===== src/rtl/disposition_seq_pkg.sv =====
// Shared types for the disposition sequencer: the incoming disposition word,
// the conditional encoding, the result/command record, FSM states and the
// watchdog limit used when DISP_SEQ_TIMEOUT_EN is defined.
package disposition_seq_pkg;

    localparam int U64_ADDRESS_SIZE = 16;
    localparam int ADDR_W           = U64_ADDRESS_SIZE;
    localparam int DATA_W           = 64;
    localparam int FLAG_W           = 8;
    localparam int CTX_W            = 4;
    localparam int FLAG_IDX_W       = $clog2(FLAG_W);
    localparam int INFO_W           = 8;
    localparam int ID_W             = 8;

    // Positions of the seven conditionals inside the take vector.
    localparam int NUM_COND    = 7;
    localparam int TAKE_EXEC   = 0;
    localparam int TAKE_FORK   = 1;
    localparam int TAKE_DELETE = 2;
    localparam int TAKE_SLEEP  = 3;
    localparam int TAKE_SELF   = 4;
    localparam int TAKE_OTHER  = 5;
    localparam int TAKE_WRITE  = 6;

    localparam int WDOG_W = 16;
    localparam logic [WDOG_W-1:0] WDOG_LIMIT = 16'hFFFF;

    // SimpleConditional: never / always / when flag set / when flag clear.
    typedef enum logic [1:0] {
        COND_NEVER  = 2'd0,
        COND_ALWAYS = 2'd1,
        COND_IF_SET = 2'd2,
        COND_IF_CLR = 2'd3
    } cond_mode_e;

    typedef struct packed {
        cond_mode_e            mode;
        logic [FLAG_IDX_W-1:0] idx;
    } simple_cond_t;

    typedef struct packed {
        simple_cond_t      exec_c;
        logic [INFO_W-1:0] exec_info;
        logic [ID_W-1:0]   exec_id;
        simple_cond_t      fork_c;
        logic [INFO_W-1:0] fork_info;
        logic              fork_sleep;
        logic [ID_W-1:0]   fork_id;
        simple_cond_t      delete_c;
        simple_cond_t      sleep_c;
        simple_cond_t      self_read_c;
        logic [ADDR_W-1:0] self_read_address;
        simple_cond_t      read_other_c;
        logic [ADDR_W-1:0] read_other_who;
        logic [ADDR_W-1:0] read_other_where;
        simple_cond_t      write_c;
        logic [ADDR_W-1:0] write_address;
        logic              write_back;
    } disposition_a;

    typedef struct packed {
        logic [CTX_W-1:0]  ctx;
        logic              err;
        logic              del;
        logic              sleep;
        logic              exec_en;
        logic [INFO_W-1:0] exec_info;
        logic [ID_W-1:0]   exec_id;
        logic              fork_en;
        logic [INFO_W-1:0] fork_info;
        logic              fork_sleep;
        logic [ID_W-1:0]   fork_id;
        logic [DATA_W-1:0] self_data;
        logic [DATA_W-1:0] other_data;
    } disp_result_t;

    localparam int DISP_W = $bits(disposition_a);
    localparam int RES_W  = $bits(disp_result_t);

    typedef enum logic [2:0] {
        IDLE     = 3'd0,
        EVAL     = 3'd1,
        RD_SELF  = 3'd2,
        RD_OTHER = 3'd3,
        WRITE    = 3'd4,
        RESULT   = 3'd5
    } seq_state_e;

    // Evaluate one SimpleConditional against the context flags.
    function automatic logic simple_cond_eval(simple_cond_t c, logic [FLAG_W-1:0] flags);
        logic r;
        case (c.mode)
            COND_NEVER:  r = 1'b0;
            COND_ALWAYS: r = 1'b1;
            COND_IF_SET: r = flags[c.idx];
            COND_IF_CLR: r = ~flags[c.idx];
            default:     r = 1'b0;
        endcase
        return r;
    endfunction

endpackage


===== src/rtl/disposition_cond_eval.sv =====
// Combinational evaluation of the seven disposition conditionals into a
// take vector indexed by the TAKE_* positions.
module disposition_cond_eval
    import disposition_seq_pkg::*;
(
    input  simple_cond_t [NUM_COND-1:0] conds_i,
    input  logic [FLAG_W-1:0]           flags_i,
    output logic [NUM_COND-1:0]         take_o
);

    // Evaluate every conditional independently against the same flags.
    always_comb begin
        take_o = {NUM_COND{1'b0}};
        for (int i = 0; i < NUM_COND; i++) begin
            take_o[i] = simple_cond_eval(conds_i[i], flags_i);
        end
    end

endmodule


===== src/rtl/disposition_sequencer.sv =====
// Disposition sequencer: captures one disposition word, resolves its
// conditionals, performs self read / other read / write over one EV data
// port, then presents a single command record to the context cache.
// Optional build macro DISP_SEQ_TIMEOUT_EN adds a 16-bit access watchdog
// and the err_o pulse port; without it err in the result is always 0.
module disposition_sequencer
    import disposition_seq_pkg::*;
(
    input  logic              clk,
    input  logic              reset_n,
    input  logic              disp_valid_i,
    output logic              disp_ready_o,
    input  logic [DISP_W-1:0] disp_i,
    input  logic [CTX_W-1:0]  ctx_i,
    input  logic [FLAG_W-1:0] flags_i,
    input  logic [DATA_W-1:0] wdata_i,
    output logic              mem_req_o,
    output logic              mem_we_o,
    output logic [CTX_W-1:0]  mem_ctx_o,
    output logic [ADDR_W-1:0] mem_addr_o,
    output logic [DATA_W-1:0] mem_wdata_o,
    input  logic              mem_gnt_i,
    input  logic              mem_rvalid_i,
    input  logic [DATA_W-1:0] mem_rdata_i,
    output logic              res_valid_o,
    input  logic              res_ready_i,
    output logic [RES_W-1:0]  res_o,
    output logic              busy_o
`ifdef DISP_SEQ_TIMEOUT_EN
    ,
    output logic              err_o
`endif
);

    seq_state_e           state_q, state_d;
    disposition_a         disp_q, disp_d;
    logic [CTX_W-1:0]     ctx_q, ctx_d;
    logic [FLAG_W-1:0]    flags_q, flags_d;
    logic [DATA_W-1:0]    wdata_q, wdata_d;
    logic [NUM_COND-1:0]  take_q, take_d;
    logic [DATA_W-1:0]    self_data_q, self_data_d;
    logic [DATA_W-1:0]    other_data_q, other_data_d;
    logic                 granted_q, granted_d;
    logic                 err_q, err_d;

    logic                 disp_ready_q, disp_ready_d;
    logic                 busy_q, busy_d;
    logic                 mem_req_q, mem_req_d;
    logic                 mem_we_q, mem_we_d;
    logic [CTX_W-1:0]     mem_ctx_q, mem_ctx_d;
    logic [ADDR_W-1:0]    mem_addr_q, mem_addr_d;
    logic [DATA_W-1:0]    mem_wdata_q, mem_wdata_d;
    logic                 res_valid_q, res_valid_d;
    disp_result_t         res_q, res_d;
    logic                 err_pulse_q, err_pulse_d;

    disposition_a                disp_in_s;
    simple_cond_t [NUM_COND-1:0] conds_s;
    logic [NUM_COND-1:0]         take_s;
    logic                        rd_done_s;
    logic                        timeout_s;
    logic                        unused_who_s;

    assign disp_in_s    = disp_i;
    assign rd_done_s    = (granted_q | mem_gnt_i) & mem_rvalid_i;
    assign unused_who_s = ^disp_q.read_other_who[ADDR_W-1:CTX_W];

    // First taken access strictly after the current stage, else RESULT.
    function automatic seq_state_e next_access(seq_state_e cur, logic [NUM_COND-1:0] take);
        seq_state_e nxt;
        case (cur)
            EVAL: begin
                if (take[TAKE_SELF]) begin
                    nxt = RD_SELF;
                end else if (take[TAKE_OTHER]) begin
                    nxt = RD_OTHER;
                end else if (take[TAKE_WRITE]) begin
                    nxt = WRITE;
                end else begin
                    nxt = RESULT;
                end
            end
            RD_SELF: begin
                if (take[TAKE_OTHER]) begin
                    nxt = RD_OTHER;
                end else if (take[TAKE_WRITE]) begin
                    nxt = WRITE;
                end else begin
                    nxt = RESULT;
                end
            end
            RD_OTHER: begin
                if (take[TAKE_WRITE]) begin
                    nxt = WRITE;
                end else begin
                    nxt = RESULT;
                end
            end
            default: nxt = RESULT;
        endcase
        return nxt;
    endfunction

    // Gather the seven conditionals of the captured word in TAKE_* order.
    always_comb begin
        conds_s              = '0;
        conds_s[TAKE_EXEC]   = disp_q.exec_c;
        conds_s[TAKE_FORK]   = disp_q.fork_c;
        conds_s[TAKE_DELETE] = disp_q.delete_c;
        conds_s[TAKE_SLEEP]  = disp_q.sleep_c;
        conds_s[TAKE_SELF]   = disp_q.self_read_c;
        conds_s[TAKE_OTHER]  = disp_q.read_other_c;
        conds_s[TAKE_WRITE]  = disp_q.write_c;
    end

    disposition_cond_eval u_cond_eval (
        .conds_i (conds_s),
        .flags_i (flags_q),
        .take_o  (take_s)
    );

`ifdef DISP_SEQ_TIMEOUT_EN
    logic [WDOG_W-1:0] wdog_q, wdog_d;
    logic              in_access_s;

    // Watchdog: counts idle cycles in an access state, restarts on any handshake.
    always_comb begin
        in_access_s = (state_q == RD_SELF) || (state_q == RD_OTHER) || (state_q == WRITE);
        timeout_s   = 1'b0;
        if (!in_access_s) begin
            wdog_d = {WDOG_W{1'b0}};
        end else if (mem_gnt_i || mem_rvalid_i) begin
            wdog_d = {WDOG_W{1'b0}};
        end else begin
            wdog_d    = wdog_q + 16'd1;
            timeout_s = (wdog_q == WDOG_LIMIT);
        end
    end

    // Watchdog counter register.
    always_ff @(posedge clk or negedge reset_n) begin
        if (!reset_n) begin
            wdog_q <= {WDOG_W{1'b0}};
        end else begin
            wdog_q <= wdog_d;
        end
    end

    assign err_o = err_pulse_q;
`else
    assign timeout_s = 1'b0;
`endif

    // Next-state and captured-data logic for the sequencing FSM.
    always_comb begin
        state_d      = state_q;
        disp_d       = disp_q;
        ctx_d        = ctx_q;
        flags_d      = flags_q;
        wdata_d      = wdata_q;
        take_d       = take_q;
        self_data_d  = self_data_q;
        other_data_d = other_data_q;
        granted_d    = granted_q;
        err_d        = err_q;
        case (state_q)
            IDLE: begin
                if (disp_valid_i) begin
                    disp_d       = disp_in_s;
                    ctx_d        = ctx_i;
                    flags_d      = flags_i;
                    wdata_d      = wdata_i;
                    take_d       = {NUM_COND{1'b0}};
                    self_data_d  = {DATA_W{1'b0}};
                    other_data_d = {DATA_W{1'b0}};
                    granted_d    = 1'b0;
                    err_d        = 1'b0;
                    state_d      = EVAL;
                end else begin
                    state_d = IDLE;
                end
            end
            EVAL: begin
                take_d  = take_s;
                state_d = next_access(EVAL, take_s);
            end
            RD_SELF: begin
                if (rd_done_s) begin
                    self_data_d = mem_rdata_i;
                    granted_d   = 1'b0;
                    state_d     = next_access(RD_SELF, take_q);
                end else if (mem_gnt_i) begin
                    granted_d = 1'b1;
                end else begin
                    granted_d = granted_q;
                end
            end
            RD_OTHER: begin
                if (rd_done_s) begin
                    other_data_d = mem_rdata_i;
                    granted_d    = 1'b0;
                    state_d      = next_access(RD_OTHER, take_q);
                end else if (mem_gnt_i) begin
                    granted_d = 1'b1;
                end else begin
                    granted_d = granted_q;
                end
            end
            WRITE: begin
                if (mem_gnt_i) begin
                    state_d = RESULT;
                end else begin
                    state_d = WRITE;
                end
            end
            RESULT: begin
                if (res_ready_i) begin
                    state_d = IDLE;
                end else begin
                    state_d = RESULT;
                end
            end
            default: state_d = IDLE;
        endcase
        if (timeout_s) begin
            granted_d = 1'b0;
            err_d     = 1'b1;
            state_d   = RESULT;
        end else begin
            err_d = err_d;
        end
    end

    // Output values for the coming cycle, decoded from next state and data.
    always_comb begin
        mem_req_d    = 1'b0;
        mem_we_d     = 1'b0;
        mem_ctx_d    = {CTX_W{1'b0}};
        mem_addr_d   = {ADDR_W{1'b0}};
        mem_wdata_d  = {DATA_W{1'b0}};
        res_valid_d  = 1'b0;
        res_d        = '0;
        disp_ready_d = (state_d == IDLE);
        busy_d       = (state_d != IDLE);
        err_pulse_d  = timeout_s;
        case (state_d)
            RD_SELF: begin
                mem_req_d  = ~granted_d;
                mem_ctx_d  = ctx_d;
                mem_addr_d = disp_d.self_read_address;
            end
            RD_OTHER: begin
                mem_req_d  = ~granted_d;
                mem_ctx_d  = disp_d.read_other_who[CTX_W-1:0];
                mem_addr_d = disp_d.read_other_where;
            end
            WRITE: begin
                mem_req_d   = 1'b1;
                mem_we_d    = 1'b1;
                mem_ctx_d   = ctx_d;
                mem_addr_d  = disp_d.write_address;
                mem_wdata_d = disp_d.write_back ? self_data_d : wdata_d;
            end
            RESULT: begin
                res_valid_d      = 1'b1;
                res_d.ctx        = ctx_d;
                res_d.err        = err_d;
                res_d.del        = take_d[TAKE_DELETE] & ~err_d;
                res_d.sleep      = take_d[TAKE_SLEEP] & ~err_d;
                res_d.exec_en    = take_d[TAKE_EXEC] & ~err_d;
                res_d.fork_en    = take_d[TAKE_FORK] & ~err_d;
                res_d.exec_info  = disp_d.exec_info;
                res_d.exec_id    = disp_d.exec_id;
                res_d.fork_info  = disp_d.fork_info;
                res_d.fork_sleep = disp_d.fork_sleep;
                res_d.fork_id    = disp_d.fork_id;
                res_d.self_data  = self_data_d;
                res_d.other_data = other_data_d;
            end
            default: begin
                mem_req_d = 1'b0;
            end
        endcase
    end

    // FSM state and captured word registers.
    always_ff @(posedge clk or negedge reset_n) begin
        if (!reset_n) begin
            state_q      <= IDLE;
            disp_q       <= '0;
            ctx_q        <= {CTX_W{1'b0}};
            flags_q      <= {FLAG_W{1'b0}};
            wdata_q      <= {DATA_W{1'b0}};
            take_q       <= {NUM_COND{1'b0}};
            self_data_q  <= {DATA_W{1'b0}};
            other_data_q <= {DATA_W{1'b0}};
            granted_q    <= 1'b0;
            err_q        <= 1'b0;
        end else begin
            state_q      <= state_d;
            disp_q       <= disp_d;
            ctx_q        <= ctx_d;
            flags_q      <= flags_d;
            wdata_q      <= wdata_d;
            take_q       <= take_d;
            self_data_q  <= self_data_d;
            other_data_q <= other_data_d;
            granted_q    <= granted_d;
            err_q        <= err_d;
        end
    end

    // Registered outputs.
    always_ff @(posedge clk or negedge reset_n) begin
        if (!reset_n) begin
            disp_ready_q <= 1'b1;
            busy_q       <= 1'b0;
            mem_req_q    <= 1'b0;
            mem_we_q     <= 1'b0;
            mem_ctx_q    <= {CTX_W{1'b0}};
            mem_addr_q   <= {ADDR_W{1'b0}};
            mem_wdata_q  <= {DATA_W{1'b0}};
            res_valid_q  <= 1'b0;
            res_q        <= '0;
            err_pulse_q  <= 1'b0;
        end else begin
            disp_ready_q <= disp_ready_d;
            busy_q       <= busy_d;
            mem_req_q    <= mem_req_d;
            mem_we_q     <= mem_we_d;
            mem_ctx_q    <= mem_ctx_d;
            mem_addr_q   <= mem_addr_d;
            mem_wdata_q  <= mem_wdata_d;
            res_valid_q  <= res_valid_d;
            res_q        <= res_d;
            err_pulse_q  <= err_pulse_d;
        end
    end

    assign disp_ready_o = disp_ready_q;
    assign busy_o       = busy_q;
    assign mem_req_o    = mem_req_q;
    assign mem_we_o     = mem_we_q;
    assign mem_ctx_o    = mem_ctx_q;
    assign mem_addr_o   = mem_addr_q;
    assign mem_wdata_o  = mem_wdata_q;
    assign res_valid_o  = res_valid_q;
    assign res_o        = res_q;

endmodule


===== config.mk =====
export PLATFORM = sky130hd
export DESIGN_NAME = disposition_sequencer
export DESIGN_NICKNAME = d
export VERILOG_FILES = /design/src/rtl/disposition_seq_pkg.sv /design/src/rtl/disposition_cond_eval.sv /design/src/rtl/disposition_sequencer.sv
export SDC_FILE = /design/constraint.sdc
export NUM_CORES = 1
export LEC_CHECK = 0
export ABC_AREA = 1
export CAP_MARGIN = 10
export CORE_UTILIZATION = 45
export CTS_CLUSTER_DIAMETER = 80
export DETAILED_ROUTE_END_ITERATION = 6
export GPL_TIMING_DRIVEN = 0
export PLACE_DENSITY_LB_ADDON = 0.05
export SLEW_MARGIN = 40
export SYNTH_ARGS = -nofsm -noshare
export SYNTH_HDL_FRONTEND = slang
export SYNTH_SLANG_ARGS = --single-unit

===== constraint.sdc =====
create_clock -name clk -period 1.8 [get_ports clk]
set_input_delay 0.18 -clock clk [delete_from_list [all_inputs] [get_ports clk]]
set_output_delay 0.18 -clock clk [all_outputs]
set_load 0.02 [all_outputs]

== Word-level counts from Yosys, hierarchy flattened ==
Cells that the tools add are included.
Widths: inputs -> output; s select.

* Memories: 0
* Memory bits (writable): 0
* Bits of input ports: 279
* Logic and storage cells: 185
* Output and inout bits: 259
* Flip-flop bits (word level): 608
* Latch bits: 0
* Memory bits (read-only): 0

* Divide/modulo/power cells: 0
* Bitwise operators: 15
* Multiplexer cells: 60
* Reduce and logical (&&, ||, !) cells: 16
* Shift operators: 0
* Multiply operators: 0
* Add/subtract/negate cells: 0
* Order comparisons: 7
* Equality and inequality tests: 31

{| class="wikitable"
|+ Operators with widths
! kind !! count
|-
| $mux 64 || 8
|-
| $mux 128 || 2
|-
| $pmux 64 s2 || 2
|-
| $mux 170 || 1
|-
| $pmux 16 s3 || 1
|-
| $eq 2x2->1 const B || 14
|-
| $lt 3x4->1 const B || 7
|-
| $pmux 1 s4 || 7
|-
| $bmux 1 s3 || 7
|-
| $mux 1 || 18
|-
| $mux 3 || 6
|-
| $pmux 3 s6 || 1
|-
| $eq 2x1->1 const B || 7
|-
| $logic_not 2->1 || 7
|-
| $pmux 7 s2 || 1
|-
| $eq 3x2->1 const B || 4
|-
| $eq 3x3->1 const B || 4
|-
| $not 1->1 || 9
|-
| $mux 4 || 2
|-
| $pmux 4 s2 || 1
|-
| $mux 7 || 1
|-
| $logic_not 3->1 || 2
|-
| $reduce_or 2->1 || 3
|-
| $and 1x1->1 || 5
|-
| other kinds (7) || 9
|}

== Logic depth before layout (Yosys ltp) ==
* Depth in word-level cells: 11
* Depth in mapped cells: 15
* Gate-level depth less buffers: 14

== Hierarchy ==
Synthesis repeated with hierarchy kept, for this count alone.

* Cells, all modules: 2667
* Area, all modules: 24121.9 µm²

{| class="wikitable"
|+ Modules (own cells, without submodules)
! module !! times used !! area an instance (µm²) !! sequential area each (µm²) !! cells an instance
|-
| disposition_sequencer || 1 || 23259.8 || 14890.5 || 2463
|-
| disposition_cond_eval || 1 || 862.1 || 0.0 || 204
|}

== Worst setup path before layout ==
OpenSTA, ideal clock, no wires.

* Path kind: register to register
* Start: reg state_q[0]
* End: reg mem_wdata_q[57], in the netlist mem_wdata_o[57]
* Stages on the path, launching flop included: 12
* Path slack: 39 ps
* Data required time: 1679 ps
* Path buffers: 3
* Arrival: 1639 ps
* Period minus slack after synthesis: 1761 ps
* Library setup time: 121 ps
* Cell sequence: dfrtp_1 > nor2_1 > inv_2 > nor2_2 > nand2_2 > mux2i_1 > buf_2 > buf_4 > buf_4 > nand2_1 > o21ai_0 > nor2_1

* Longest elaborated chain between the ends: 4
* Elaborated cells between the ends (all ways): 15
* Classes of those cells: eq/ne (6); mux (8); reduce/logical (1)

{| class="wikitable"
|+ RTL lines
! item !! RTL line !! RTL
|-
| start, declared || disposition_sequencer.sv:35 || <nowiki>seq_state_e state_q, state_d;</nowiki>
|-
| start signal, assigned || disposition_sequencer.sv:300 || <nowiki>state_q <= state_d;</nowiki>
|-
| $eq 3x3->1, or another cell as far along || disposition_sequencer.sv:166 || <nowiki>case (state_q)</nowiki>
|-
| $pmux 3 s6, or another cell as far along || disposition_sequencer.sv:166 ||
|-
| $eq 3x3->1 or $mux 64 (tied branches) || disposition_sequencer.sv:246, disposition_sequencer.sv:262 ||
|-
| $mux 64 (*) || disposition_sequencer.sv:246 || <nowiki>case (state_d)</nowiki>
|-
| named net mem_wdata_d[57] || disposition_sequencer.sv:52 || <nowiki>logic [DATA_W-1:0] mem_wdata_q, mem_wdata_d;</nowiki>
|-
| end signal, assigned || disposition_sequencer.sv:322 || <nowiki>mem_wdata_q <= {DATA_W{1'b0}};</nowiki>
|-
| end signal, assigned || disposition_sequencer.sv:333 || <nowiki>mem_wdata_q <= mem_wdata_d;</nowiki>
|-
| end, declared || disposition_sequencer.sv:52 ||
|}

Mark *: on every way through the listed nets, which the timed path passes. The rest lies on a longest branch.
A chain may end at the register's enable or synchronous reset.

==> reports/qor.json <==
{
  "outcome": {"value": "complete, but fails checks"},
  "failed_checks": {"value": "setup timing"},
  "vdd_drop_max": {"value": 1.11, "unit": "mV"},
  "synth_enable_flop_cells": {"value": 0},
  "hold_path.class": {"value": "in2async"},
  "detailedRoute.firstIterationViolations": {"value": 1388},
  "vias_in_the_first_global_route": {"value": 20400},
  "max_freq": {"value": 0.500, "unit": "GHz"},
  "post-route-min-period": {"value": 2000, "unit": "ps"},
  "arrival": {"value": 2540, "unit": "ps"},
  "remaining_routing_drc_violations": {"value": 0},
  "die-width": {"value": 230, "unit": "um"},
  "placeable_core_area": {"value": 0.0512, "unit": "sq mm"},
  "ys_dominant_reg_cell": {"value": "sky130_fd_sc_hd__dfrtp_1"},
  "worst_pin_slew": {"value": 420, "unit": "ps"},
  "report.final.setup_viol": {"value": 324},
  "ys_async_sr_fraction": {"value": 1.00},
  "numClockSinks": {"value": 595},
  "antenna_found_initial": {"value": 11},
  "routed_wl": {"value": 77.5, "unit": "mm"},
  "power_per_cell_area": {"value": 1810, "unit": "mW/mm^2"},
  "detailed_place_hpwl": {"value": 53.2, "unit": "mm"},
  "crit_required": {"value": 2340, "unit": "ps"},
  "cpMaxStageDelayCell": {"value": "sky130_fd_sc_hd__dfrtp_2"},
  "maximum_fanout_along_the_worst_path": {"value": 8},
  "slew_headroom": {"value": 0.719},
  "max-clock-path-buffers": {"value": 3},
  "crit_end_element": {"value": "register"},
  "cts_inserted_buffers": {"value": 60},
  "crit_path_start_kind": {"value": "register"},
  "skew": {"value": 19.3, "unit": "ps"},
  "cts_tree": {"value": "done"},
  "netlist.top_cell.by_area": {"value": "sky130_fd_sc_hd__dfrtp_1"},
  "maxcap_viol_count": {"value": 0},
  "syn_to_final_growth": {"value": 49.1, "unit": "%"},
  "final_max_slew_viol_count": {"value": 0},
  "final.period_utilization": {"value": 1.11},
  "finalWeightedCongestion": {"value": 0.879},
  "cts_htree_levels": {"value": 2},
  "cts.clk_slew.worst_paths": {"value": 60, "unit": "ps"},
  "rsz0062_at_grt": {"value": "yes"},
  "port_buffers": {"value": 525},
  "leakage": {"value": 17.1, "unit": "nW"},
  "yosysWarningCount": {"value": 0},
  "initial_core_util": {"value": 0.455},
  "setup.worst_path.class": {"value": "reg2reg"},
  "worstPathCellList": {"value": "buf_4, nor3_4, buf_4, nand3_2, nand2_4, buf_8, nand2_8, buf_12, clkbuf_16, nor2_1"},
  "synth_cell_type_count": {"value": 31},
  "later_pin_clock_latency_in_the_skew_report": {"value": 630, "unit": "ps"},
  "hold_viol_final": {"value": 0},
  "synth_area": {"value": 0.0233, "unit": "sq mm"},
  "die_height": {"value": 230, "unit": "um"},
  "largest_net_degree_at_the_start_of_global_routing": {"value": 78},
  "layoutNonFillerInstCount": {"value": 3854},
  "synth.net_count": {"value": 2734},
  "synthesized_instance_count": {"value": 2455},
  "critical-path-max-stage-delay": {"value": 440, "unit": "ps"},
  "numPlacedInstances": {"value": 3669},
  "num_rows": {"value": 83},
  "vias": {"value": 19800},
  "grt_overflow_total": {"value": 0},
  "total_power": {"value": 63.0, "unit": "mW"},
  "post_synth.cell_area_avg": {"value": 9.49, "unit": "sq um"},
  "synthDominantCellAreaShare": {"value": 0.638},
  "synth_top_cells_by_area": {"value": "sky130_fd_sc_hd__dfrtp_1 64%, sky130_fd_sc_hd__nand2_1 8.6%, sky130_fd_sc_hd__a21oi_1 5.9%"},
  "postSynthRegisterBits": {"value": 595},
  "layout_cell_share_with_drive_strength_beyond_1": {"value": 0.209},
  "track_usage": {"value": 0.290},
  "drt.antenna.violating_nets": {"value": 0},
  "floorplan.io_pins": {"value": 538},
  "cts_root_buffer": {"value": "sky130_fd_sc_hd__clkbuf_16"},
  "avgViaCountPerCell": {"value": 5.13},
  "final.setup.worst_slack": {"value": -199, "unit": "ps"},
  "timing.critical_path.mode_cell": {"value": "sky130_fd_sc_hd__buf_4"},
  "design.final.nets": {"value": 3393},
  "drt-pass1-iter-count": {"value": 5},
  "synth_seq_area_share": {"value": 0.639},
  "routed_wire_length_per_instance": {"value": 20.1, "unit": "um"},
  "grt_pass1_wl": {"value": 116, "unit": "mm"},
  "dieArea": {"value": 0.0527, "unit": "sq mm"},
  "finalCoreUtilization": {"value": 0.679}
}
==> critical path, delay by kind of cell (launching register included) <==
family / cells / cell delay [ps]
AND/OR/NAND/NOR: 5 / 650
buffers and inverters: 5 / 800
flip-flops: 1 / 440
==> synthesized netlist by cell type, types with 5 or more instances <==
cell                       count
sky130_fd_sc_hd__nor2_1      240
sky130_fd_sc_hd__a21oi_1     275
sky130_fd_sc_hd__inv_1       272
sky130_fd_sc_hd__mux2i_1      65
sky130_fd_sc_hd__buf_1        10
sky130_fd_sc_hd__clkbuf_1     74
sky130_fd_sc_hd__inv_2        16
sky130_fd_sc_hd__nand3_1     107
sky130_fd_sc_hd__or2_2        37
sky130_fd_sc_hd__nor2_2        5
sky130_fd_sc_hd__o21ai_1       7
sky130_fd_sc_hd__nand4_1       5
sky130_fd_sc_hd__buf_2        26
sky130_fd_sc_hd__buf_4        12
sky130_fd_sc_hd__buf_6         8
sky130_fd_sc_hd__o21ai_0     154
sky130_fd_sc_hd__nand2_1     533
sky130_fd_sc_hd__dfrtp_1     594
==> flip-flops by register name, summed over array words and instances (netlist names) <==
signal / cells
other_data_q: 64
flags_q: 8
granted_q: 1
disp_q: 86
conds_s: 35
self_data_q: 64
disp_ready_o: 1
busy_o: 1
wdata_q: 64
res_valid_o: 1
mem_addr_o: 16
err_q: 1
take_q: 6
mem_we_o: 1
mem_req_o: 1
ctx_q: 4
mem_ctx_o: 4
res_o: 170
state_q: 3
mem_wdata_o: 64
==> worst paths after layout <==
kind	startpoint	end	slack, ps	depth (start not counted)
setup / recovery	state_q[2]$_DFF_PN0_	res_o[137]$_DFF_PN0_	-200	10
hold / removal	reset_n	res_o[146]$_DFF_PN0_	50	2
setup reg to reg	state_q[2]$_DFF_PN0_	res_o[137]$_DFF_PN0_	-200	10
hold reg to reg	disp_q[25]$_DFF_PN0_	disp_q[25]$_DFF_PN0_	470	2
max in group asynchronous	reset_n	disp_ready_o$_DFF_PN1_	150	6
min in group clk	disp_i[38]	disp_q[38]$_DFF_PN0_	110	3
==> what timing repair did <==
item,in CTS,in global routing
endpoints found under the hold margin,167,0
gates cloned,15,7
gates resized for setup,542,157
endpoints found under the setup margin,680,602
hold buffers,1,0
buffers inserted,38,5
pin swaps,25,27
==> layout make-up <==
type	instances	area [sq um]
multi-input combinational	1442	7970
sequential	595	14900
buffer	128	1400
timing repair buffer	599	6460
clock inverter	21	206
antenna	10	25.0
fill	3946	16500
inverter	288	1110
clock buffer	91	1830
tap	680	851
==> power breakdown <==
part	switching, mW	internal [mW]
logic	17.3	12.5
clock network	5.34	7.42
registers	2.21	18.2
==> layout by cell type, fill, tap and decap left out, drive strengths merged, types with 3 or more instances in the layout <==
master	instances
a21oi	275
buf	123
bufinv	3
clkbuf	169
clkdlybuf4s50	523
clkinv	10
clkinvlp	6
dfrtp	594
diode	10
inv	290
mux2i	65
nand2	536
nand3	109
nand4	5
nor2	245
nor3	4
o21ai	161
or2	37
==> through the flow <==
stage | hold slack [ps] | area [sq um] | setup WS [ps] | TNS [ps]
5_1_grt | 70.7 | 34700 | -280 | -69900
2_1_floorplan | -116 | 23300 | 39.5 | 0
3_5_place_dp | 116 | 29700 | -1110 | -383690
3_3_place_gp | 460 | 29400 | -25590 | -
6_report | 48.2 | 34700 | -199 | -28760
4_1_cts | 38.7 | 34000 | -168 | -30910
==> cells by family after synthesis <==
kind of cell	share of synthesized area
compound gates	0.0952
buf+inv	0.0739
flops	0.639
mux	0.0279
simple gates	0.164
==> per-layer routing <==
| layer | global-route usage | wire length, um |
|---|---|---|
| met5 | 0 | 23 |
| met4 | 0.125 | 3220 |
| met3 | 0.0743 | 5620 |
| met2 | 0.467 | 37100 |
| met1 | 0.370 | 31500 |
Power figures use the tool's default switching activity.
